`config.mk`:
```
export PLATFORM = sky130hd
export DESIGN_NAME = xor_serial_sched_flat
export DESIGN_NICKNAME = d
export VERILOG_FILES = /design/src/rtl/xor_serial_sched_if.sv /design/src/rtl/xor_serial_sched.sv /design/src/flat_wrapper.sv
export SDC_FILE = /design/constraint.sdc
export NUM_CORES = 1
export LEC_CHECK = 0
export ABC_CLOCK_PERIOD_IN_PS = 1400
export BUFFER_PORTS_ARGS = -buffer_cell sky130_fd_sc_hd__buf_4
export CAP_MARGIN = 30
export CORE_MARGIN = 2
export CORE_UTILIZATION = 48
export CTS_CLUSTER_SIZE = 28
export DETAILED_ROUTE_END_ITERATION = 10
export MAX_ROUTING_LAYER = met4
export PLACE_DENSITY_LB_ADDON = 0.25
export SLEW_MARGIN = 20
export SYNTH_ARGS = -nofsm -noshare
export SYNTH_HDL_FRONTEND = slang
export SYNTH_SLANG_ARGS = --single-unit
```
`constraint.sdc`:
```
create_clock -name clk -period 1.4 [get_ports clk]
set_input_delay 0.28 -clock clk [delete_from_list [all_inputs] [get_ports clk]]
set_output_delay 0.28 -clock clk [all_outputs]
set_load 0.02 [all_outputs]
```
`src/rtl/xor_serial_sched_if.sv`:
```
// Handshake bundle between operand producers / result consumer and xor_serial_sched.
// master = producer/consumer side, slave = scheduler side.
interface xor_serial_sched_if #(
    parameter int unsigned WIDTH = 8
);
    logic             req0_valid;
    logic [WIDTH-1:0] req0_a;
    logic [WIDTH-1:0] req0_b;
    logic             req0_ready;
    logic             req1_valid;
    logic [WIDTH-1:0] req1_a;
    logic [WIDTH-1:0] req1_b;
    logic             req1_ready;
    logic             res_valid;
    logic [WIDTH-1:0] res_data;
    logic             res_id;
    logic             res_ready;

    modport master (
        output req0_valid, req0_a, req0_b,
        input  req0_ready,
        output req1_valid, req1_a, req1_b,
        input  req1_ready,
        input  res_valid, res_data, res_id,
        output res_ready
    );

    modport slave (
        input  req0_valid, req0_a, req0_b,
        output req0_ready,
        input  req1_valid, req1_a, req1_b,
        output req1_ready,
        output res_valid, res_data, res_id,
        input  res_ready
    );
endinterface

```
`src/rtl/xor_serial_sched.sv`:
```
// Round-robin scheduler sharing one 1-bit XOR cell between two requesters;
// operands are processed LSB first and the assembled result is returned with the owner ID.
module xor_serial_sched #(
    parameter int unsigned WIDTH = 8
) (
    input  logic                 clk,
    input  logic                 rst,
    xor_serial_sched_if.slave    bus
);
    localparam int unsigned CNT_W = (WIDTH > 1) ? $clog2(WIDTH) : 1;
    localparam logic [CNT_W-1:0] CNT_LAST = CNT_W'(WIDTH - 1);

    typedef enum logic [1:0] {
        IDLE = 2'd0,
        RUN  = 2'd1,
        DONE = 2'd2
    } state_e;

    state_e           state_q;
    logic [WIDTH-1:0] a_q;
    logic [WIDTH-1:0] b_q;
    logic [WIDTH-1:0] r_q;
    logic [WIDTH-1:0] r_d;
    logic [CNT_W-1:0] cnt_q;
    logic             owner_q;
    logic             last_q;
    logic             res_valid_q;
    logic [WIDTH-1:0] res_data_q;
    logic             res_id_q;

    logic             pick_c;
    logic             accept_c;
    logic             xor_bit_c;

    // Winner selection: a lone valid requester wins, otherwise the one not granted last.
    always_comb begin
        pick_c = ~last_q;
        if (bus.req0_valid && !bus.req1_valid) begin
            pick_c = 1'b0;
        end else if (bus.req1_valid && !bus.req0_valid) begin
            pick_c = 1'b1;
        end
    end

    assign bus.req0_ready = (state_q == IDLE) && !pick_c;
    assign bus.req1_ready = (state_q == IDLE) &&  pick_c;
    assign accept_c       = (state_q == IDLE) &&
                            (pick_c ? bus.req1_valid : bus.req0_valid);

    // The shared XOR cell; its output enters the result register at the MSB.
    assign xor_bit_c = a_q[0] ^ b_q[0];
    assign r_d       = {xor_bit_c, r_q[WIDTH-1:1]};

    assign bus.res_valid = res_valid_q;
    assign bus.res_data  = res_data_q;
    assign bus.res_id    = res_id_q;

    always_ff @(posedge clk) begin
        if (rst) begin
            state_q     <= IDLE;
            a_q         <= '0;
            b_q         <= '0;
            r_q         <= '0;
            cnt_q       <= '0;
            owner_q     <= 1'b0;
            last_q      <= 1'b1;
            res_valid_q <= 1'b0;
            res_data_q  <= '0;
            res_id_q    <= 1'b0;
        end else begin
            case (state_q)
                IDLE: begin
                    if (accept_c) begin
                        a_q     <= pick_c ? bus.req1_a : bus.req0_a;
                        b_q     <= pick_c ? bus.req1_b : bus.req0_b;
                        owner_q <= pick_c;
                        last_q  <= pick_c;
                        r_q     <= '0;
                        cnt_q   <= '0;
                        state_q <= RUN;
                    end
                end
                RUN: begin
                    a_q <= a_q >> 1;
                    b_q <= b_q >> 1;
                    r_q <= r_d;
                    if (cnt_q == CNT_LAST) begin
                        res_data_q  <= r_d;
                        res_id_q    <= owner_q;
                        res_valid_q <= 1'b1;
                        state_q     <= DONE;
                    end else begin
                        cnt_q <= cnt_q + CNT_W'(1);
                    end
                end
                DONE: begin
                    if (bus.res_ready) begin
                        res_valid_q <= 1'b0;
                        state_q     <= IDLE;
                    end
                end
                default: begin
                    state_q <= IDLE;
                end
            endcase
        end
    end
endmodule

```
`src/flat_wrapper.sv`:
```
// flat-port wrapper written by rule: the top's interface ports become plain ports
module xor_serial_sched_flat 
#(
    parameter int unsigned WIDTH = 8
)
  (clk, rst, bus_req0_valid, bus_req0_a, bus_req0_b, bus_req0_ready, bus_req1_valid, bus_req1_a, bus_req1_b, bus_req1_ready, bus_res_valid, bus_res_data, bus_res_id, bus_res_ready);
  xor_serial_sched_if #(.WIDTH(WIDTH)) bus_i ();
  input  logic clk;
  input  logic rst;
  input wire logic [$bits(bus_i.req0_valid)-1:0] bus_req0_valid;
  input wire logic [$bits(bus_i.req0_a)-1:0] bus_req0_a;
  input wire logic [$bits(bus_i.req0_b)-1:0] bus_req0_b;
  output wire logic [$bits(bus_i.req0_ready)-1:0] bus_req0_ready;
  input wire logic [$bits(bus_i.req1_valid)-1:0] bus_req1_valid;
  input wire logic [$bits(bus_i.req1_a)-1:0] bus_req1_a;
  input wire logic [$bits(bus_i.req1_b)-1:0] bus_req1_b;
  output wire logic [$bits(bus_i.req1_ready)-1:0] bus_req1_ready;
  output wire logic [$bits(bus_i.res_valid)-1:0] bus_res_valid;
  output wire logic [$bits(bus_i.res_data)-1:0] bus_res_data;
  output wire logic [$bits(bus_i.res_id)-1:0] bus_res_id;
  input wire logic [$bits(bus_i.res_ready)-1:0] bus_res_ready;
  assign bus_i.req0_valid = bus_req0_valid;
  assign bus_i.req0_a = bus_req0_a;
  assign bus_i.req0_b = bus_req0_b;
  assign bus_req0_ready = bus_i.req0_ready;
  assign bus_i.req1_valid = bus_req1_valid;
  assign bus_i.req1_a = bus_req1_a;
  assign bus_i.req1_b = bus_req1_b;
  assign bus_req1_ready = bus_i.req1_ready;
  assign bus_res_valid = bus_i.res_valid;
  assign bus_res_data = bus_i.res_data;
  assign bus_res_id = bus_i.res_id;
  assign bus_i.res_ready = bus_res_ready;
  xor_serial_sched #(.WIDTH(WIDTH)) u_core (.clk(clk), .rst(rst), .bus(bus_i));
endmodule
```
### Word level (Yosys, flattened, before mapping)

Cells that the tools add are included.

| word-level totals | value |
|---|---|
| bits in registers | 41 |
| word-level logic and storage cells | 58 |
| input port bits | 37 |

| operators by class | value |
|---|---|
| muxes and demuxes | 21 |
| add/subtract/negate cells | 1 |
| bitwise operators | 2 |
| eq/ne operators | 7 |
| reductions and logical operators | 17 |

Operator list:

| cell | number |
|---|---|
| 8-bit one-hot mux with 2 select lines | 3 |
| 8-bit two-way mux | 5 |
| 3-bit AND reduction | 3 |
| 2-bit two-way mux | 3 |
| 3-bit two-way mux | 2 |
| 2-bit one-hot mux with 3 select lines | 1 |
| 3-bit one-hot mux with 2 select lines | 1 |
| 2-bit AND reduction | 3 |
| 1-bit logical AND | 5 |
| 1-bit two-way mux | 5 |
| 2-bit by 1-bit != test with 1-bit output, second input constant | 2 |
| 2-bit != test, second input constant | 2 |
| 2-bit nonzero test | 2 |
| 3-bit by 1-bit adder with 3-bit output, second input constant | 1 |
| 3-bit == test, second input constant | 1 |
| 1-bit logical NOT | 3 |
| 2-bit by 1-bit == test with 1-bit output, second input constant | 1 |
| 2-bit == test, second input constant | 1 |
| 2-bit logical NOT | 1 |
| 1-bit one-hot mux with 2 select lines | 1 |
| 1-bit NOT | 1 |
| 1-bit XOR | 1 |

### Logic depth before layout (Yosys ltp)

| depth | value |
|---|---|
| word-level depth | 8 |
| gate-level depth with buffers | 7 |
| gate-level depth less buffers | 6 |

### Worst setup path after synthesis

OpenSTA, ideal clock, no wires.

| timing path | value |
|---|---|
| path kind | in2out |
| start point | input bus_req0_valid |
| end point | output bus_req1_ready |
| required time | 1.120 ns |
| arrival | 1.418 ns |
| buffers on the path | 2 |
| stages on the path | 4 |
| path slack | -0.298 ns |
| path through | buf_2 -> maj3_2 -> buf_4 -> nor3_1 |

| between the ends | value |
|---|---|
| longest elaborated chain between the ends | 5 |
| elaborated cells on any way between the ends | 6 |
| classes of those cells | mux (2); reduce/logical (4) |

Ends and longest elaborated chain:

| element | line | RTL |
|---|---|---|
| from (decl) | flat_wrapper.sv:10 | `input wire logic [$bits(bus_i.req0_valid)-1:0] bus_req0_valid;` |
| 1-bit logical NOT | xor_serial_sched.sv:40 | `end else if (bus.req1_valid && !bus.req0_valid) begin` |
| 1-bit logical AND | xor_serial_sched.sv:40 |  |
| 1-bit two-way mux | xor_serial_sched.sv:40 |  |
| 1-bit two-way mux * | xor_serial_sched.sv:38 | `if (bus.req0_valid && !bus.req1_valid) begin` |
| 1-bit logical AND * | xor_serial_sched.sv:46 | `assign bus.req1_ready = (state_q == IDLE) && pick_c;` |
| to (decl) | flat_wrapper.sv:17 | `output wire logic [$bits(bus_i.req1_ready)-1:0] bus_req1_ready;` |

Mark *: on every way between the ends. The rest lies on a longest branch, timed or not.

### Worst setup path after layout

| timing path | value |
|---|---|
| start point | register u_core.last_q |
| end point | output bus_req1_ready |

| between the ends | value |
|---|---|
| longest elaborated chain between the ends | 4 |

Ends and longest elaborated chain:

| element | line | RTL |
|---|---|---|
| from (decl) | xor_serial_sched.sv:26 | `logic last_q;` |
| from (signal assigned) | xor_serial_sched.sv:77 | `last_q <= pick_c;` |
| 1-bit NOT | xor_serial_sched.sv:37 | `pick_c = ~last_q;` |
| 1-bit two-way mux | xor_serial_sched.sv:40 |  |
| 1-bit two-way mux | xor_serial_sched.sv:38 |  |
| 1-bit logical AND | xor_serial_sched.sv:46 |  |

No other way between the ends.

==> metrics list <==
- The run finished, with violations left.
- Failing checks: negative setup slack
* Router iterations before antenna repair: 4
- The share of total power dissipated in the clock network is around 36%.
- PortBufs: 48
* Highest net fanout along the worst path: 3
- Worst clock skew: ~0.0047 ns
* Cell at the root of the clock tree: sky130_fd_sc_hd__clkbuf_8
* Delay of the slowest cell on the worst path: between 0.3 and 0.4 ns
* Power share of the combinational group: 18.9%
- Drt via density: between 5 and 6
- After filler insertion, the fill cell instance count of the layout stands at between 300 and 400.
* Unrepaired setup endpoints after global routing: true
- Cells after Synth: 243
- Via count: approximately 2,000
- Initial core utilization: approximately half
- The floorplan step set the die height to between 60 and 70 µm.
- Sink Count: 40
* Clock insertion delay at the later pin of the skew report: about 0.29 ns
- Summed over all cells, the static leakage comes to 1.06 nW.
- For this block, the initial DRC count from the detailed router was 131.
* Timing-limited maximum frequency: ~650 MHz
- Entering global routing, the biggest net connects 41 pins.
- Period minus WS final: 1.54 ns
- Residual DRC count: 0
- Final period util: 110%
* Nets@finish: between 300 and 400
- Setup violations remaining at the end of the flow were counted as 2.
* Yosys warning total: 0
- Critical setup path kind: reg -> out
* Placement-stage cell area: between 2000 and 3000 µm²
- Summing every instance area after synthesis gives 2080 µm².
- In this run the core area contains 23 standard-cell rows.
* Cell-internal power: ~2.0 mW
- The tool flagged a number of max-cap violations equal to 0.
- For this block, the routed nets add up to ~5300 µm of wire.
- Total power: 2.71 mW
* Initial antenna violation count: 0
* Top routing layer in use: met4
- Cell chain of the critical path: maj3_2 -> nor3_4 -> buf_6
- Clock-pin slew was measured on the worst setup and hold paths at roughly 0.08 ns.
- Of the total power, registers draw roughly 45%.
- Critical R2R Capture: u_core.a_q[4]
* Endpoint of the worst setup timing path: bus_req1_ready
* Footprint of the flip-flops and latches: ~800 µm²
* Net load switching power: between 0.7 and 0.8 mW
- GR Util All Layers: between 20% and 30%
- The worst setup path is captured at an output port.
* Die outline area: ~5000 µm²
* Count of inserted antenna diode cells: 0
- In this run the count of I/O pins placed on the die edge is 49.
- Averaged over all synthesized cells, the footprint is 8.55 µm².
* Worst Slack Setup Final: -0.136 ns
* Smallest hold slack: 0.289 ns
* Part of the Yosys area used for sequential elements: 38.5%
- The count of endpoints failing hold in the final timing report is 0.
* Startpoint of the worst setup timing path: u_core.last_q
- Buffers inserted during clock tree synthesis total 5.
- Number of global-route vias before repair: 1,892
- Routed metal-1 wire length: about 2400 µm
- Data on the critical path arrives at its endpoint at between 1 and 1.5 ns.
- Multi-input combinational cell area: between 1000 and 1500 µm²
- Half-perimeter wire length after placement: 3500 µm
- Chip Width: 69.8 µm
* Number of different library cells in the post-synthesis netlist: 34
* Design area: around 2700 µm²
- In this run the critical register-to-register path is launched from u_core.last_q.
* Core outline area: a little over 4000 µm²
- The number of cells on the worst reg-to-reg path is 4.
* TritonCTS clock tree: built
- Net switching is around 27% of the power.
- Synthesized flop and latch total: 40
* Post-CTS Hold Buffers: 0
* Syn Nets: 282
- The detail route stage leaves a number of antenna-violating nets equal to 0.
- The startpoint identified for the worst hold timing path is bus_res_ready.
* Power per cell area: 1010 nW/µm²
- In this run the register-to-register setup slack is 0.05 ns.
* Classification of the worst-slack hold path: in -> reg
* Share of final-layout standard cells stronger than drive strength 1: between 30 and 40%
- Number of buffers between clock root and the deepest sink: 2
- For the pin with the worst max-slew slack, the measured transition is slightly below 0.5 ns.
- The first global-routing pass estimated between 8000 and 9000 µm of wire.
- The worst pin sits at a relative slew slack of between 60% and 70%.
- Synthesis-to-layout area growth: 29.6%
- The H-tree was split into 2 levels.
- Summed over all layers, the global routing overflow is 0.
- Type of element launching the critical path: register
- Worst supply voltage drop on vdd: 0.569 mV
* Met2 WL post-DR: 2420 µm
- Final-report max-slew violation count: 0
* Average wire per standard cell: roughly 15 µm
- STA puts the critical path data required time at ~1.1 ns.
- Slowest cell on the critical path: sky130_fd_sc_hd__maj3_2
- Placer's final routability congestion estimate: ~0.76
* Detailed route wirelength on metal3: 314 µm
-- placed cells by master, fill, tap and decap left out, types with 3 or more instances in the layout --
master / count
sky130_fd_sc_hd__a211oi_1: 4
sky130_fd_sc_hd__a211oi_2: 11
sky130_fd_sc_hd__a21oi_1: 30
sky130_fd_sc_hd__a21oi_2: 4
sky130_fd_sc_hd__a22oi_1: 6
sky130_fd_sc_hd__buf_12: 3
sky130_fd_sc_hd__buf_4: 59
sky130_fd_sc_hd__clkbuf_8: 5
sky130_fd_sc_hd__dfxtp_1: 38
sky130_fd_sc_hd__nand2_1: 24
sky130_fd_sc_hd__nand2b_1: 5
sky130_fd_sc_hd__nand3b_1: 14
sky130_fd_sc_hd__nor2_1: 30
sky130_fd_sc_hd__nor4_1: 3
sky130_fd_sc_hd__o211ai_1: 14
sky130_fd_sc_hd__o21a_1: 14
-- power groups by stage --
stage / clock (mW) / sequential (mW) / combinational (mW)
6_report: 0.969 / 1.23 / 0.513
5_1_grt: 1.04 / 1.24 / 0.553
4_1_cts: 0.988 / 1.23 / 0.504
3_5_place_dp: 0 / 1.25 / 0.497
3_3_place_gp: 0 / 1.25 / 0.486
2_1_floorplan: 0 / 1.24 / 0.331
-- registers in the layout (all words and copies together) (netlist names) --
signal,cells
u_core.bus.res_id,1
u_core.owner_q,1
u_core.cnt_q,3
u_core.bus.res_valid,1
u_core.a_q,8
u_core.b_q,8
u_core.bus.res_data,8
u_core.last_q,1
u_core.state_q,2
u_core.r_q,7
-- cells in the mapped netlist (all sizes together) --
cell type,n,area (µm²)
maj3,1,11.3
nand2b,6,45.0
buf,14,109
a211oi,15,168
a32oi,1,8.76
a22oi,6,45.0
dfxtp,40,801
nand3b,14,105
a211o,1,8.76
nor3b,1,7.51
nor3,2,10.0
o221ai,2,17.5
nand4,2,12.5
a21oi,34,178
o211ai,14,105
or3,1,11.3
nand2,26,97.6
nor2b,2,20.0
and2,2,12.5
o21a,14,105
xnor2,1,8.76
clkbuf,7,27.5
inv,1,3.75
nor2,31,116
ha,2,25.0
nor4,3,18.8
-- cell families after synthesis --
group | after synthesis | synth area share, %
adder cells (fa/ha/maj) | 3 | 1.75
flip-flops | 40 | 38.5
AND/OR/NAND/NOR | 90 | 22.0
XOR/XNOR | 1 | 0.422
AO/OA/AOI/OAI | 87 | 30.6
buffers and inverters | 22 | 6.74
-- repair_timing --
item	4_1_cts	5_1_grt
pin swaps	4	1
cloned	0	1
setup endpoints to repair	6	25
resized for setup	7	5
buffers inserted	1	0
-- metal layers --
metal	global-route usage (%)	vias up
li1	-	979
met1	28.6	910
met2	34.7	69
met3	5.67	6
met4	7.26	0
met5	-	-
-- worst max-delay path: cells and delay by family, from the launching register on --
| family | cells | cell delay [ns] |
|---|---|---|
| adder cells (fa/ha/maj) | 1 | 0.34 |
| flip-flops | 1 | 0.33 |
| AND/OR/NAND/NOR | 1 | 0.16 |
| buffers and inverters | 1 | 0.14 |
-- per-stage QoR --
step                TNS, ns  worst slack (ns)  utilization [%]  cells
finish               -0.250            -0.136             65.9    345
global route         -0.371            -0.165             65.9    345
CTS                  -0.272            -0.148             65.3    344
detailed placement   -0.375           -0.0629             62.1    336
global placement     -0.114           -0.0206             62.1    336
floorplan           -0.0208           -0.0208                -    243
-- how the worst min path moves through the flow --
| stage | to | cells after the start |
|---|---|---|
| final | u_core.state_q[1] | 4 |
| after global routing | u_core.state_q[1] | 4 |
| after global placement | u_core.bus.res_data[4] | 2 |
| after detailed placement | u_core.bus.res_data[2] | 2 |
| after floorplan | u_core.bus.res_id | 2 |
| after CTS | u_core.state_q[1] | 4 |
-- cell type report --
class,count,area share [%]
tap,50,2.32
sequential,40,29.8
clock buffer,5,2.55
multi-input combinational,182,43.9
timing repair buffer,64,19.5
clock inverter,3,1.72
inverter,1,0.139
Note: power is estimated with default switching activity, not from simulation.
